## src/rtl/decode_issue.sv

```systemverilog
// Decode/issue stage: decodes RV32I OP, OP-IMM and LUI into an op/in1/in2 triple for exec,
// with a busy-register scoreboard against RAW hazards and a one-entry registered output.
module decode_issue (
    input  logic        clk,
    input  logic        rst,
    input  logic        in_valid,
    output logic        in_ready,
    input  logic [31:0] instr,
    output logic [4:0]  rs1_addr,
    output logic [4:0]  rs2_addr,
    input  logic [31:0] rs1_data,
    input  logic [31:0] rs2_data,
    input  logic        wb_valid,
    input  logic [4:0]  wb_rd,
    output logic        out_valid,
    input  logic        out_ready,
    output logic [5:0]  op,
    output logic [31:0] in1,
    output logic [31:0] in2,
    output logic [4:0]  rd,
    output logic        illegal
);

    localparam logic [5:0] OP_ADD  = 6'd0;
    localparam logic [5:0] OP_SUB  = 6'd1;
    localparam logic [5:0] OP_SLL  = 6'd2;
    localparam logic [5:0] OP_SLT  = 6'd3;
    localparam logic [5:0] OP_SLTU = 6'd4;
    localparam logic [5:0] OP_XOR  = 6'd5;
    localparam logic [5:0] OP_SRL  = 6'd6;
    localparam logic [5:0] OP_SRA  = 6'd7;
    localparam logic [5:0] OP_OR   = 6'd8;
    localparam logic [5:0] OP_AND  = 6'd9;

    localparam logic [6:0] OPC_OP    = 7'b0110011;
    localparam logic [6:0] OPC_OPIMM = 7'b0010011;
    localparam logic [6:0] OPC_LUI   = 7'b0110111;
    localparam logic [6:0] F7_ZERO   = 7'b0000000;
    localparam logic [6:0] F7_ALT    = 7'b0100000;

    typedef enum logic {EMPTY = 1'b0, FULL = 1'b1} state_t;

    state_t      state, state_next;
    logic [6:0]  opcode, funct7;
    logic [2:0]  funct3;
    logic [4:0]  dst;
    logic        legal, use_rs1, use_rs2, hazard, accept;
    logic [5:0]  dec_op;
    logic [31:0] dec_in1, dec_in2;
    logic [31:0] busy, busy_next;

    assign opcode   = instr[6:0];
    assign dst      = instr[11:7];
    assign funct3   = instr[14:12];
    assign funct7   = instr[31:25];
    assign rs1_addr = instr[19:15];
    assign rs2_addr = instr[24:20];

    // alt selects SUB for funct3 000 and SRA for funct3 101
    function automatic logic [5:0] alu_op(input logic [2:0] f3, input logic alt);
        case (f3)
            3'b000:  alu_op = alt ? OP_SUB : OP_ADD;
            3'b001:  alu_op = OP_SLL;
            3'b010:  alu_op = OP_SLT;
            3'b011:  alu_op = OP_SLTU;
            3'b100:  alu_op = OP_XOR;
            3'b101:  alu_op = alt ? OP_SRA : OP_SRL;
            3'b110:  alu_op = OP_OR;
            default: alu_op = OP_AND;
        endcase
    endfunction

    // Anything not recognised falls through to the bubble values (ADD, 0, 0)
    always_comb begin
        legal   = 1'b0;
        use_rs1 = 1'b0;
        use_rs2 = 1'b0;
        dec_op  = OP_ADD;
        dec_in1 = '0;
        dec_in2 = '0;
        case (opcode)
            OPC_OP: begin
                if (funct7 == F7_ZERO ||
                    (funct7 == F7_ALT && (funct3 == 3'b000 || funct3 == 3'b101))) begin
                    legal   = 1'b1;
                    use_rs1 = 1'b1;
                    use_rs2 = 1'b1;
                    dec_op  = alu_op(funct3, funct7[5]);
                    dec_in1 = rs1_data;
                    dec_in2 = rs2_data;
                end
            end
            OPC_OPIMM: begin
                if (funct3 == 3'b001 || funct3 == 3'b101) begin
                    if (funct7 == F7_ZERO || (funct7 == F7_ALT && funct3 == 3'b101)) begin
                        legal   = 1'b1;
                        use_rs1 = 1'b1;
                        dec_op  = alu_op(funct3, funct7[5]);
                        dec_in1 = rs1_data;
                        dec_in2 = {27'd0, instr[24:20]};
                    end
                end else begin
                    legal   = 1'b1;
                    use_rs1 = 1'b1;
                    dec_op  = alu_op(funct3, 1'b0);
                    dec_in1 = rs1_data;
                    dec_in2 = {{20{instr[31]}}, instr[31:20]};
                end
            end
            OPC_LUI: begin
                legal   = 1'b1;
                dec_in2 = {instr[31:12], 12'd0};
            end
            default: ;
        endcase
    end

    // Illegal instructions never stall, so the hazard is qualified by legality
    assign hazard    = legal && ((use_rs1 && busy[rs1_addr]) || (use_rs2 && busy[rs2_addr]));
    assign out_valid = (state == FULL);
    assign in_ready  = (!out_valid || out_ready) && !(in_valid && hazard);
    assign accept    = in_valid && in_ready;

    // Set is applied after clear so a same-index set wins
    always_comb begin
        busy_next = busy;
        if (wb_valid)
            busy_next[wb_rd] = 1'b0;
        if (accept && legal && dst != 5'd0)
            busy_next[dst] = 1'b1;
        busy_next[0] = 1'b0;
    end

    always_comb begin
        state_next = state;
        case (state)
            EMPTY:   if (accept) state_next = FULL;
            FULL:    if (out_ready && !accept) state_next = EMPTY;
            default: state_next = EMPTY;
        endcase
    end

    always_ff @(posedge clk or posedge rst) begin
        if (rst) begin
            state <= EMPTY;
            busy  <= '0;
        end else begin
            state <= state_next;
            busy  <= busy_next;
        end
    end

    always_ff @(posedge clk or posedge rst) begin
        if (rst) begin
            op      <= 6'd0;
            in1     <= '0;
            in2     <= '0;
            rd      <= '0;
            illegal <= 1'b0;
        end else if (accept) begin
            op      <= dec_op;
            in1     <= dec_in1;
            in2     <= dec_in2;
            rd      <= legal ? dst : 5'd0;
            illegal <= !legal;
        end
    end

endmodule

```

## config.mk

```make
export PLATFORM = sky130hd
export DESIGN_NAME = decode_issue
export DESIGN_NICKNAME = d
export VERILOG_FILES = /design/src/rtl/decode_issue.sv
export SDC_FILE = /design/constraint.sdc
export NUM_CORES = 1
export LEC_CHECK = 0
export ABC_AREA = 1
export BUFFER_PORTS_ARGS = -buffer_cell sky130_fd_sc_hd__clkbuf_2
export CORE_ASPECT_RATIO = 0.75
export CORE_MARGIN = 2
export CORE_UTILIZATION = 50
export CTS_CLUSTER_DIAMETER = 50
export DETAILED_ROUTE_END_ITERATION = 10
export PLACE_DENSITY_LB_ADDON = 0.2
export SETUP_SLACK_MARGIN = 0.02
export SYNTH_ARGS = -nofsm -noshare
export SYNTH_HDL_FRONTEND = slang
export SYNTH_SLANG_ARGS = --single-unit
```

## constraint.sdc

```tcl
create_clock -name clk -period 6.9 [get_ports clk]
set_clock_uncertainty 0.2 [all_clocks]
set_input_delay 1.38 -clock clk [delete_from_list [all_inputs] [get_ports clk]]
set_output_delay 1.38 -clock clk [all_outputs]
set_load 0.01 [all_outputs]
```

# Word-level counts from Yosys, hierarchy flattened
# Index checks and enable logic that the tools add are counted.
# classes
n_reduce_logical,26
n_eq_ne,10
n_div,0
n_bitwise,4
addsub,0
shift,0
n_mux,36
n_mul,0
magnitude_cmp,6
# op_table
op,n
two-way mux 32 bit,7
case mux 32 bit (3 select lines),1
case mux 32 bit (2 select lines),1
case mux 4 bit (7 select lines),2
AND 32 bit,1
NOT 32 bit,1
OR 32 bit,1
less-than comparator 5 x 6 -> 1 bit (second input constant),4
== test 7 x 6 -> 1 bit (second input constant),3
logical AND 1 bit,13
two-way mux 1 bit,12
case mux 6 bit (2 select lines),1
binary-select mux 1 bit (select 5 bit),2
demux 1 bit (select 5 bit),2
>= comparator 5 x 1 -> 1 bit (second input constant),2
two-way mux 5 bit,2
== test 3 bit (second input constant),3
two-way mux 4 bit,2
== test 7 x 5 -> 1 bit (second input constant),1
zero test 7 bit,1
== test 3 x 2 -> 1 bit (second input constant),2
logical OR 1 bit,6
two-way mux 6 bit,1
nonzero test 5 bit,1
other kinds (6),10
# word_totals
register_bits,108
out_inout_bits,88
mem_bits_rw,0
elab_cells,89
mem_bits_ro,0
latch_bits,0
mem_count,0
input_bits,106

# Longest topological paths before layout
# Gate-level depths: netlist of run 1.
# depth
ltp_word,17
mapped_depth,17

# Worst setup path before layout of run 1
# No wires, ideal clock.
# synth_timing
path_type,input to output
from,in instr[15]
to,out in_ready
arrival_time_ns,2.410
setup_slack_ns,2.910
cell_stages,11
path_buffers,2
path_cell_list,buf_6 > buf_4 > nand2_1 > nand3_1 > nand2_1 > nand2_1 > nand3_1 > nand3_1 > nand3_4 > nand2_2 > a21oi_1
# synth_between
elab_chain_cells,8
# synth_lines
item,line_no,rtl
start: declaration,8,"input logic [31:0] instr,"
binary-select mux 1 bit (select 5 bit),119,assign hazard = legal && ((use_rs1 && busy[rs1_addr]) || (use_rs2 && busy[rs2_addr]));
two-way mux 1 bit (implied by the code),119,
logical AND 1 bit,119,
logical OR 1 bit,119,
logical AND 1 bit,119,
logical AND 1 bit,121,assign in_ready = (!out_valid || out_ready) && !(in_valid && hazard);
zero test 1 bit,121,
logical AND 1 bit,121,
end: declaration,7,"output logic in_ready,"
# Every way passes these cells. The select of a mux whose other input is x is not followed.

# Final worst setup path of run 1
# layout_timing
from,in instr[31]
to,out in_ready
# layout_between
elab_chain_cells,12
word_cells_on_any_way,19
classes_between,eq/ne (1); mux (6); reduce/logical (12)
# layout_lines
item,line_no,rtl
== test 7 x 6 -> 1 bit,"84, 95",
logical AND 1 bit,95,if (funct7 == F7_ZERO || (funct7 == F7_ALT && funct3 == 3'b101)) begin
logical OR 1 bit,95,
two-way mux 1 bit,95,
two-way mux 1 bit,94,if (funct3 == 3'b001 || funct3 == 3'b101) begin
case mux 1 bit (2 select lines),81,case (opcode)
logical AND 1 bit,119,
logical OR 1 bit,119,
logical AND 1 bit (*),119,
logical AND 1 bit (*),121,
zero test 1 bit (*),121,
logical AND 1 bit (*),121,
# Mark *: on every way between the ends. The rest lies on a longest branch, timed or not.

==> results of run 1 <==
## power groups by stage
stage / clock network [mW] / logic, mW / registers (mW)
2_1_floorplan: 0 / 0.0898 / 0.643
3_3_place_gp: 0 / 0.142 / 0.642
3_5_place_dp: 0 / 0.142 / 0.642
4_1_cts: 0.514 / 0.143 / 0.630
5_1_grt: 0.535 / 0.158 / 0.630
6_report: 0.497 / 0.142 / 0.630
## synthesized netlist by cell type (7+ instances only)
cell	instances
o21ai_2	7
nand2_1	363
o211ai_1	20
o21ai_1	33
buf_6	14
inv_1	36
dfrtp_1	106
clkbuf_1	12
o21ai_0	44
nand2_2	13
nor2_1	41
buf_4	15
inv_2	7
nand3_1	75
## metrics by stage
stage          cell area (µm²)  utilization [%]
3_5_place_dp              6735            58.42
4_1_cts                   7024            60.93
3_3_place_gp              6735            58.42
6_report                  7024            60.93
5_1_grt                   7024            60.93
2_1_floorplan             5889                -
## state kept, by name, indices dropped and copies added (netlist names)
signal	count
rd	5
op	4
in2	32
illegal	1
busy	31
in1	32
out_valid	1
## routing by layer
metal	GRT usage (%)	part of all wire, %	vias to the layer above
li1	-	-	2908
met1	36.71	46	2672
met2	41.26	45	222
met3	5.753	7.6	22
met4	7.274	1.5	0
met5	0	0	-
## worst paths after layout
check | slack [ns] | depth (start not counted) | startpoint | end
hold / removal | 0.28 | 2 | in2[9]$_DFFE_PP0P_ | in2[9]$_DFFE_PP0P_
setup reg to reg | 4.04 | 13 | busy[11]$_DFF_PP0_ | in2[27]$_DFFE_PP0P_
max in group asynchronous | 4.44 | 3 | rst | in2[25]$_DFFE_PP0P_
min in group asynchronous | 0.90 | 2 | rst | in1[30]$_DFFE_PP0P_
setup / recovery | 2.33 | 12 | instr[31] | in_ready
hold reg to reg | 0.28 | 2 | in2[9]$_DFFE_PP0P_ | in2[9]$_DFFE_PP0P_
## cells by family (layout without fill, tap and decap cells)
group / count (synthesis) / after routing / synth area share (%)
AND/OR/NAND/NOR: 504 / 504 / 35.78
AO/OA/AOI/OAI: 108 / 108 / 10.52
flip-flops: 106 / 106 / 45.07
buffers and inverters: 89 / 254 / 8.567
other: 1 / 2 / 0.06371
## area by class of cell
| cell class | instances | area [µm²] |
|---|---|---|
| timing repair buffer | 193 | 970.9 |
| clock inverter | 6 | 60.06 |
| fill | 1101 | 4504 |
| sequential | 106 | 2653 |
| inverter | 45 | 176.4 |
| tap | 162 | 202.7 |
| clock buffer | 10 | 229.0 |
| multi-input combinational | 614 | 2733 |
## worst min-delay path, cell delays in order, from the launching register on
cell	delay, ns
dfrtp_1	0.34
nand2_1	0.05
nand2_1	0.05
==> impl_metrics.json, run 1 <==
{
  "min_path_type": "flop to flop",
  "worstSkewPairLatency_ns": 0.35,
  "overflow": 0,
  "p_switching_uw": 345.7,
  "hold_viol": 0,
  "endpoint_kind": "output pin",
  "combPwrFrac_pct": 11.2,
  "critPathMaxStageDelay_ns": 0.42,
  "place_inst": 1120,
  "cp_num_buf_inv": 3,
  "ios": 194,
  "grt_pass1_vias": 5335,
  "final_nets": 1075,
  "cts_tree": "done",
  "clock_path_buffers": 2,
  "numCtsBuffers": 9,
  "holdWs_ns": 0.2768,
  "io_buffers": 191,
  "core_um2": 11530,
  "cp_cell_sequence": "clkbuf_2 -> nor2_1 -> nand2_1 -> nor2_1 -> nand2_1 -> nand2_1 -> nand2_2 -> inv_2 -> nand3_1 -> nand2_2 -> a21oi_1 -> clkbuf_2",
  "sequentialPowerShare_pct": 49.7,
  "synthTopCellsByArea": "dfrtp_1 45%, nand2_1 23%, nand3_1 6.4%",
  "max_slew_margin_pct": 51.19,
  "syn-mean-instance-area_um2": 7.284,
  "post-place-ws_ns": 2.348,
  "cts_root_buffer": "clkbuf_16",
  "synthFlopType": "dfrtp_1",
  "run_status": "finished, final reports clean",
  "synthToLayoutAreaGrowth_pct": 19.35,
  "drive_gt1_share_pct": 25.26,
  "synth_edf_count": 0,
  "synth-async-reset-ratio_pct": 100.0,
  "start_util_pct": 51.05,
  "grtUsageTotal_pct": 26.20,
  "p_int_uw": 922.7,
  "clkPwrFrac_pct": 39.2,
  "yosys_warnings": 0,
  "hold_buffers": 0,
  "finalSetupTns_ns": 0,
  "swShare_pct": 27.26,
  "dr.pass1.iters": 4,
  "synth_cell_types": 27,
  "fin_ws_ns": 2.333,
  "setup_viol": 0,
  "yosysTopAreaCell": "dfrtp_1",
  "cp_top_family": "simple AND/OR/NAND/NOR gates",
  "cp_slowest_cell": "inv_2",
  "clk_pin_slew_ns": 0.07,
  "fmax_mhz": 219.0,
  "period_share_pct": 66.19,
  "synth_cells": 808,
  "h-tree-depth": 3,
  "slew_viol_final": 0,
  "cpMostUsedCell": "nand2_1",
  "worstPathArrival_ns": 2.99,
  "wl_per_cell_um": 14.35,
  "period_needed_ns": 4.567,
  "gp_routability_congestion": 0.9109,
  "power_mw": 1.268,
  "tightestPinTransition_ns": 0.7301,
  "cp-start-kind": "input pin",
  "die_x_um": 129.3,
  "die_h_um": 97.96,
  "p_per_area_nw_per_um2": 180.6,
  "antennaDiodeCount": 0,
  "p_leak_nw": 3.817,
  "ctsResizeCount": 0,
  "synth_seq_cells": 106,
  "layout.cells.non_filler": 1136,
  "rsz0062_at_grt": "false",
  "postCtsSetupRepairBufs": 0,
  "dieArea_um2": 12660,
  "max-cap-violations": 0,
  "crit_fanout": 35,
  "drcViolationCount": 0,
  "yosysTopAreaCellShare_pct": 45.07,
  "row_count": 34,
  "drtAntennaViolNets": 0,
  "layout_commonest_cell": "nand2_1",
  "grt_max_degree": 60,
  "crit_type": "input pin to output pin",
  "via_count": 5824,
  "layout_common_cells": "363 x nand2_1, 191 x clkbuf_2, 106 x dfrtp_1",
  "dp.final_hpwl_mm": 12.33,
  "drt-initial-drc-count": 338,
  "vdd_drop_max_mv": 0.1169,
  "antenna_found_initial": 0,
  "synth_seq_area_share_pct": 45.07,
  "grt_pass1_wl_mm": 26.21,
  "syn_area_um2": 5886,
  "required_ns": 5.32,
  "cts_sinks": 106,
  "totalWireLength_mm": 16.30,
  "drt-vias-per-instance": 5.127
}
(Power assumes the default switching activity.)
==> run 2: changes to the inputs <==
==> constraint.sdc (replaced) <==
create_clock -name clk -period 4.6 [get_ports clk]
set_clock_uncertainty 0.2 [all_clocks]
set_input_delay 0.92 -clock clk [delete_from_list [all_inputs] [get_ports clk]]
set_output_delay 0.92 -clock clk [all_outputs]
set_load 0.01 [all_outputs]
==> run 2 against run 1 <==
Compared with the run above: sequential power rose by 50%; worst hold slack improved by 0.0036 ns; combinational power rose by 53%; clock power rose by 45%; critical path depth did not move; setup slack got worse by 1.4 ns; sequential share of layout area fell by 0.094 points; global-route usage fell by 0.12 points; utilization rose by 0.15 points; largest cell class unchanged; largest power group unchanged.
==> impl_metrics.json, run 2 (synthesis gave the netlist of run 1 again) <==
{
  "grtUsageTotal_pct": 26.08,
  "clk_pin_slew_ns": 0.07,
  "drive_gt1_share_pct": 25.38,
  "p_per_area_nw_per_um2": 267.2,
  "min_path_type": "flop to flop",
  "via_count": 5780,
  "ctsResizeCount": 0,
  "grt_pass1_wl_mm": 26.19,
  "vdd_drop_max_mv": 0.1592,
  "antennaDiodeCount": 0,
  "final_util_pct": 61.08,
  "layout_commonest_cell": "nand2_1",
  "max-cap-violations": 0,
  "slew_viol_final": 0,
  "cts_sinks": 106,
  "grt_max_degree": 58,
  "hold_path_startpoint": "in2[20]$_DFFE_PP0P_",
  "p_leak_nw": 3.825,
  "hold_buffers": 0,
  "worstPathArrival_ns": 2.52,
  "rsz0062_at_grt": "false",
  "totalWireLength_mm": 16.38,
  "cts_root_buffer": "clkbuf_16",
  "endpoint_kind": "output pin",
  "drt-initial-drc-count": 376,
  "h-tree-depth": 3,
  "period_needed_ns": 3.638,
  "drtAntennaViolNets": 0,
  "grt_pass1_vias": 5240,
  "critPathMaxStageDelay_ns": 0.43,
  "synthToLayoutAreaGrowth_pct": 19.64,
  "wl_per_cell_um": 14.38,
  "cp-start-kind": "input pin",
  "finalSetupTns_ns": 0,
  "row_count": 34,
  "cp-startpoint": "instr[31]",
  "place_inst": 1123,
  "cp_slowest_cell": "inv_2",
  "worstSkewPairLatency_ns": 0.35,
  "ios": 194,
  "setup_viol": 0,
  "drt-vias-per-instance": 5.075,
  "post-place-ws_ns": 0.9748,
  "io_buffers": 191,
  "crit_fanout": 35,
  "antenna_found_initial": 0,
  "run_status": "finished, final reports clean",
  "cp_cell_sequence": "clkbuf_2 -> nor2_1 -> nand2_1 -> nor2_1 -> inv_1 -> nand2_1 -> nand2_2 -> inv_2 -> nand3_1 -> nand2_2 -> a21oi_1 -> clkbuf_2",
  "die_x_um": 129.3,
  "dr.pass1.iters": 5,
  "cts_tree": "done",
  "numCtsBuffers": 9,
  "dp.final_hpwl_mm": 12.44,
  "overflow": 0,
  "largestRegisters": "in1 (32), in2 (32), busy (31)",
  "hold_viol": 0,
  "fin_ws_ns": 0.9620,
  "final_nets": 1078,
  "drcViolationCount": 0,
  "max_slew_margin_pct": 55.14,
  "power_mw": 1.882,
  "layout_common_cells": "363 x nand2_1, 191 x clkbuf_2, 106 x dfrtp_1",
  "start_util_pct": 51.05,
  "crit_type": "input pin to output pin",
  "tightestPinTransition_ns": 0.6710,
  "required_ns": 3.48,
  "layout.cells.non_filler": 1139,
  "period_share_pct": 79.09,
  "reg2reg_slack_ns": 2.30,
  "fmax_mhz": 274.9,
  "core_um2": 11530,
  "clock_path_buffers": 2,
  "dieArea_um2": 12660,
  "fillers": 1102,
  "postCtsSetupRepairBufs": 0,
  "die_h_um": 97.96,
  "r2r_start": "busy[13]$_DFF_PP0_",
  "gp_routability_congestion": 1.003
}
## run 2: cell types whose count changed in the layout (fill, tap and decap cells not counted), sizes merged
cell | before | now
buf | 2 | 5
clkbuf | 201 | 202
clkinv | 4 | 3
clkinvlp | 0 | 1
inv | 47 | 46
## run 2: path summary, 6_finish.rpt
kind | end | cells after the start
min in group asynchronous | in1[30]$_DFFE_PP0P_ | 2
worst max-delay path | in_ready | 12
worst max register to register | busy[17]$_DFF_PP0_ | 11
worst min-delay path | in2[20]$_DFFE_PP0P_ | 2
worst min register to register | in2[20]$_DFFE_PP0P_ | 2
max in group asynchronous | in2[28]$_DFFE_PP0P_ | 3
## run 2: stage by stage
step	instance area, µm²	hold slack [ns]
6_report	7042	0.2804
5_1_grt	7042	0.3031
4_1_cts	7042	0.2834
3_5_place_dp	6770	0.2655
3_3_place_gp	6770	0.2625
2_1_floorplan	5889	0.2932
## run 2: layout make-up
class                   instances  area (µm²)  share of cell area [%]
flip-flops and latches        106        2653                   37.67
clock inverters                 5       38.79                  0.5508
inverters                      45       176.4                   2.505
well taps                     162       202.7                   2.878
multi-input cells             614        2733                   38.81
repair buffers                196        1006                   14.29
clock buffers                  11       232.7                   3.305
## run 2: per-layer routing
metal	track usage (%)	part of all wire, %	wire, µm	vias to the layer above
met5	0	0	0	-
met4	7.107	1.6	258	0
met3	4.603	7.5	1232	21
met2	40.32	44	7262	242
met1	38.00	47	7622	2610
li1	-	-	-	2907
## run 2: power by group
part	internal [mW]	switching, mW	total (mW)	leakage (nW)
logic	0.0692	0.148	0.217	2.22
registers	0.939	0.00575	0.945	1.47
clock network	0.371	0.348	0.719	0.130
total	1.38	0.502	1.88	3.83
## run 2: critical path: cells and delay by family
| family | cells | cell delay [ns] |
|---|---|---|
| AO/OA/AOI/OAI | 1 | 0.06 |
| buffers and inverters | 4 | 0.72 |
| AND/OR/NAND/NOR | 7 | 0.80 |
